<file path="src/rtl/everloop_pkg.sv">
// Shared definitions for the Everloop LED ring: frame FSM states, pulse-width
// conversion helpers and the GRBW byte-lane layout used by wb_everloop.
package everloop_pkg;

    typedef enum logic [2:0] {
        IDLE  = 3'd0,
        FETCH = 3'd1,
        LOAD  = 3'd2,
        SHIFT = 3'd3,
        LATCH = 3'd4
    } state_t;

    // Byte-lane LSB positions inside one 32-bit LED word (sent MSB first).
    localparam int LANE_G   = 24;
    localparam int LANE_R   = 16;
    localparam int LANE_B   = 8;
    localparam int LANE_W   = 0;
    localparam int LED_BITS = 32;

    function automatic int ns_to_cycles(input int freq_hz, input int ns);
        return (freq_hz / 1000000) * ns / 1000;
    endfunction

    function automatic int us_to_cycles(input int freq_hz, input int us);
        return (freq_hz / 1000000) * us;
    endfunction

endpackage

</file>
<file path="src/rtl/ws2812_bit_gen.sv">
// One NRZ bit cell: a free-running phase counter while go is high, with the
// pin driven high for the first T0H or T1H cycles of every bit period.
module ws2812_bit_gen #(
    parameter int BIT_CYC = 60,
    parameter int T0H_CYC = 15,
    parameter int T1H_CYC = 30
) (
    input  logic clk,
    input  logic rst,
    input  logic go,
    input  logic bit_val,
    output logic led_ctl,
    output logic bit_start,
    output logic bit_end
);

    localparam int PW  = $clog2(BIT_CYC);
    localparam int PW1 = PW + 1;
    localparam logic [PW-1:0] LAST_PHASE = PW'(BIT_CYC - 1);
    localparam logic [PW:0]   HI0        = PW1'(T0H_CYC);
    localparam logic [PW:0]   HI1        = PW1'(T1H_CYC);

    logic [PW-1:0] phase;

    assign bit_start = go && (phase == '0);
    assign bit_end   = go && (phase == LAST_PHASE);

    // The pin reflects the phase one cycle late; every bit keeps its full width.
    always_ff @(posedge clk or negedge rst) begin
        if (!rst) begin
            phase   <= '0;
            led_ctl <= 1'b0;
        end else if (go) begin
            phase   <= bit_end ? '0 : phase + 1'b1;
            led_ctl <= ({1'b0, phase} < (bit_val ? HI1 : HI0));
        end else begin
            phase   <= '0;
            led_ctl <= 1'b0;
        end
    end

endmodule

</file>
<file path="src/rtl/everloop_ws2812_tx.sv">
// Everloop ring serial driver: fetches one GRBW word per LED from the LED
// buffer and streams it as WS2812/SK6812 NRZ bits, ending with a latch period.
module everloop_ws2812_tx
    import everloop_pkg::*;
#(
    parameter int clk_freq = 50000000,
    parameter int num_leds = 35,
    parameter int t0h_ns   = 300,
    parameter int t1h_ns   = 600,
    parameter int bit_ns   = 1200,
    parameter int latch_us = 80
) (
    input  logic        clk,
    input  logic        rst,
    input  logic        start,
    output logic        busy,
    output logic        done,
    output logic [7:0]  mem_adr,
    output logic        mem_rd,
    input  logic [31:0] mem_dat,
    output logic        led_ctl,
    output state_t      state
);

    localparam int T0H_CYC   = ns_to_cycles(clk_freq, t0h_ns);
    localparam int T1H_CYC   = ns_to_cycles(clk_freq, t1h_ns);
    localparam int BIT_CYC   = ns_to_cycles(clk_freq, bit_ns);
    localparam int LATCH_CYC = us_to_cycles(clk_freq, latch_us);
    localparam int LW        = $clog2(LATCH_CYC + 1);

    localparam logic [7:0]    LAST_LED  = 8'(num_leds - 1);
    localparam logic [LW-1:0] LATCH_END = LW'(LATCH_CYC);

    logic [31:0]   shreg;
    logic [31:0]   hold;
    logic [4:0]    bit_cnt;
    logic [7:0]    led_cnt;
    logic [LW-1:0] latch_cnt;
    logic          rd_pend;
    logic          go;
    logic          bit_start;
    logic          bit_end;

    assign go = (state == SHIFT);

    ws2812_bit_gen #(
        .BIT_CYC (BIT_CYC),
        .T0H_CYC (T0H_CYC),
        .T1H_CYC (T1H_CYC)
    ) u_bit_gen (
        .clk       (clk),
        .rst       (rst),
        .go        (go),
        .bit_val   (shreg[31]),
        .led_ctl   (led_ctl),
        .bit_start (bit_start),
        .bit_end   (bit_end)
    );

    always_ff @(posedge clk or negedge rst) begin
        if (!rst) begin
            state     <= IDLE;
            busy      <= 1'b0;
            done      <= 1'b0;
            mem_rd    <= 1'b0;
            mem_adr   <= 8'd0;
            shreg     <= 32'd0;
            hold      <= 32'd0;
            bit_cnt   <= 5'd0;
            led_cnt   <= 8'd0;
            latch_cnt <= '0;
            rd_pend   <= 1'b0;
        end else begin
            mem_rd  <= 1'b0;
            done    <= 1'b0;
            // Prefetched word arrives one cycle after the read strobe.
            rd_pend <= mem_rd && (state == SHIFT);
            if (rd_pend) begin
                hold <= mem_dat;
            end

            case (state)
                IDLE: begin
                    // A start coinciding with the done pulse is dropped.
                    if (start && !done) begin
                        state   <= FETCH;
                        busy    <= 1'b1;
                        mem_rd  <= 1'b1;
                        mem_adr <= 8'd0;
                    end
                end
                FETCH: begin
                    state <= LOAD;
                end
                LOAD: begin
                    shreg   <= mem_dat;
                    bit_cnt <= 5'd31;
                    led_cnt <= 8'd0;
                    state   <= SHIFT;
                end
                SHIFT: begin
                    if (bit_start && (bit_cnt == 5'd0) && (led_cnt != LAST_LED)) begin
                        mem_rd  <= 1'b1;
                        mem_adr <= led_cnt + 8'd1;
                    end
                    if (bit_end) begin
                        if (bit_cnt != 5'd0) begin
                            shreg   <= {shreg[30:0], 1'b0};
                            bit_cnt <= bit_cnt - 5'd1;
                        end else if (led_cnt == LAST_LED) begin
                            latch_cnt <= '0;
                            state     <= LATCH;
                        end else begin
                            shreg   <= hold;
                            bit_cnt <= 5'd31;
                            led_cnt <= led_cnt + 8'd1;
                        end
                    end
                end
                LATCH: begin
                    if (latch_cnt == LATCH_END) begin
                        done  <= 1'b1;
                        busy  <= 1'b0;
                        state <= IDLE;
                    end else begin
                        latch_cnt <= latch_cnt + 1'b1;
                    end
                end
                default: begin
                    state <= IDLE;
                end
            endcase
        end
    end

endmodule

</file>
<file path="config.mk">
export PLATFORM = sky130hd
export DESIGN_NAME = everloop_ws2812_tx
export DESIGN_NICKNAME = d
export VERILOG_FILES = /design/src/rtl/everloop_pkg.sv /design/src/rtl/ws2812_bit_gen.sv /design/src/rtl/everloop_ws2812_tx.sv
export SDC_FILE = /design/constraint.sdc
export NUM_CORES = 1
export LEC_CHECK = 0
export ABC_AREA = 1
export ABC_CLOCK_PERIOD_IN_PS = 3500
export CORE_ASPECT_RATIO = 0.8
export CORE_MARGIN = 2
export CORE_UTILIZATION = 62
export DETAILED_ROUTE_END_ITERATION = 10
export PLACE_DENSITY = 0.85
export SLEW_MARGIN = 20
export SYNTH_ARGS = -nofsm -noshare
export SYNTH_HDL_FRONTEND = slang
export SYNTH_SLANG_ARGS = --single-unit
</file>
<file path="constraint.sdc">
create_clock -name clk -period 3.5 [get_ports clk]
set_input_delay 0.35 -clock clk [delete_from_list [all_inputs] [get_ports clk]]
set_output_delay 0.35 -clock clk [all_outputs]
set_load 0.01 [all_outputs]
</file>
==> results.yml <==
die:
  initial_utilization_pct: 63.0
  die_area_sq_mm: 0.00989
  die_y_um: 89.3
  num_rows: 31
  die_w_um: 111
  pin_count: 50
  core_sq_mm: 0.00896
worst_setup_path:
  cp.required_ps: 3780
  cp_max_fo: 40
  critical_path_buf_inv_count: 1
  critPathMaxStageDelay_ps: 530
  crit_path_start_kind: "flip-flop"
  worst-r2r-cell-count: 8
  startpoint: "state[0]$_DFFE_PN0P_"
  path_cells: "nand2_2 -> nor2_8 -> inv_2 -> nor2_8 -> nand3_2 -> nand2_4 -> nand2_1 -> nand2_1"
  cp_slowest_cell: "nor2_8"
  cp.arrival_ps: 2770
  worst-setup-path-type: "reg2reg"
  worst_r2r_startpoint: "state[0]$_DFFE_PN0P_"
  worst-path-stages: 8
  endpoint_kind: "flip-flop"
  crit_family: "simple AND/OR/NAND/NOR gates"
timing:
  finalClockSkew_ps: 6.71
  fin_crit_sh_pct: 71.2
  layout_min_cycle_time_ps: 2490
  finalSetupTns_ps: 0
  grt_setup_unrepaired: "false"
  slew_viol_final: 0
  fmax_mhz: 401
  relSlewSlack_pct: 32.0
  hold_violations: 0
  finalSetupViolCount: 0
  finalWorstSetupSlack_ps: 1010
  tightest_slew_ps: 1020
clocking:
  cts_setup_buffers: 0
  cts_root_buf: "clkbuf_16"
  clock_latency_ps: 350
  clk_pin_slew_ps: 70
  cts_buffers: 9
  cts_htree_levels: 3
  tritoncts: "done"
  hold_buffers: 0
  cts_sinks: 111
  clockBufferDepth: 2
  cts_resized: 0
detailed_routing:
  wire_per_inst_um: 14.2
  highest_layer: "met4"
  met1_length_mm: 5.35
  first_pass_iters: 5
  drt-total-wl_mm: 12.2
  drcViolationCount: 0
  met3_length_um: 662
  wl_met2_mm: 6.08
  ant_nets: 0
  vias: 4762
  vias_per_cell: 5.54
  drt_iter0_markers: 378
placement:
  dp_hpwl_mm: 8.07
  pre_cts_slack_ps: 1050
  portBuffers: 49
  place.gp.congestion: 0.880
global_routing:
  antenna_found_initial: 0
  grt_pass1_wl_mm: 20.2
  grt_max_degree: 85
  grt_usage_pct: 25.4
  grt_pass1_vias: 4436
  grt_overflow: 0
yosys:
  ys_ff_latch: 111
  ys.warnings.count: 0
  synth_area_sq_mm: 0.00564
  ys_seq_area_share_pct: 49.2
  synth_area_per_cell_sq_um: 8.06
  synth.distinct_cells: 37
  syn_inst: 700
  syn_nets: 743
outcome:
  outcome: "complete, no violations"
layout:
  drive_gt1_share_pct: 9.66
  final_nets: 783
  syn_to_final_growth_pct: 14.7
  antennaDiodeCount: 0
power:
  peakVddDrop_mv: 0.416
  power.density_mw_per_mm2: 380
  p_leak_nw: 3.26
flow_run:
  maxCapViolCount: 0
worst_hold_path:
  hold_path_class: "in2async"
==> synth_stat cells, drive strengths merged <==
library cell | count | area [sq um]
o21ai | 23 | 119
a21oi | 7 | 38.8
nand2 | 324 | 1240
nand4 | 4 | 25.0
a31oi | 1 | 6.26
xnor2 | 1 | 8.76
nor2 | 42 | 205
and3 | 1 | 6.26
nor3b | 3 | 22.5
o211ai | 1 | 7.51
buf | 21 | 128
ha | 8 | 100
dfrtp | 111 | 2780
inv | 41 | 154
nand3 | 61 | 323
clkbuf | 2 | 7.51
nand3b | 3 | 26.3
o21bai | 3 | 22.5
nor3 | 7 | 40.0
or2 | 2 | 12.5
mux2 | 32 | 360
xor2 | 2 | 17.5
==> worst paths after layout <==
path,slack [ps],endpoint
min in group clk,470,u_bit_gen.phase[0]$_DFF_PN0_
max in group asynchronous,2720,shreg[12]$_DFFE_PN0P_
min,30,latch_cnt[5]$_DFFE_PN0P_
min reg2reg,470,u_bit_gen.phase[0]$_DFF_PN0_
max,1010,shreg[12]$_DFFE_PN0P_
max reg2reg,1010,shreg[12]$_DFFE_PN0P_
==> placed cells by master, fill, tap and decap left out, drive strengths merged, types with 4 or more instances in the layout <==
cell type / instances
dfrtp: 111
buf: 4
nor3: 7
ha: 8
o21ai: 23
nand3: 61
nor2: 42
nand2: 324
mux2: 32
clkbuf: 10
inv: 43
nand4: 4
a21oi: 7
clkdlybuf4s50: 48
==> power breakdown <==
part | switching (mW) | internal (mW)
logic | 0.0565 | 0.0520
registers | 0.0109 | 1.30
clock network | 0.462 | 0.579
==> per-stage QoR <==
| stage | total power [mW] | instance area (sq um) | std cells | utilization, % | hold slack (ps) |
|---|---|---|---|---|---|
| global route | 2.55 | 6470 | 860 | 72.2 | 108 |
| detailed placement | 1.44 | 6160 | 844 | 68.8 | 455 |
| finish | 2.46 | 6470 | 860 | 72.2 | 31.7 |
| global placement | 1.44 | 6160 | 844 | 68.8 | 453 |
| floorplan | 1.36 | 5640 | 700 | - | 54.4 |
| CTS | 2.48 | 6470 | 860 | 72.2 | 237 |
==> layer usage <==
layer	vias to the layer above	global-route usage, %
met4	0	7.05
met3	11	5.83
met5	-	0
li1	2298	-
met1	2297	33.0
met2	156	43.9
==> area by class of cell <==
cell class | instances | area (sq um)
well taps | 115 | 144
inverters | 41 | 154
clock buffers | 10 | 239
repair buffers | 52 | 514
clock inverters | 6 | 66.3
multi-input cells | 525 | 2580
fillers | 689 | 2490
flip-flops and latches | 111 | 2780
==> kinds of logic after synthesis <==
family	synth area share (%)
compound gates	3.44
xor+xnor	0.466
fa+ha+maj	1.77
buf+inv	5.12
flops	49.2
mux	6.38
simple gates	33.6
==> sequential cells by signal (all words and copies together) (netlist names), 3 cells and up <==
name	count
bit_cnt	5
shreg	32
latch_cnt	12
u_bit_gen.phase	6
state	3
hold	32
led_cnt	8
mem_adr	8
(Power assumes the default switching activity.)
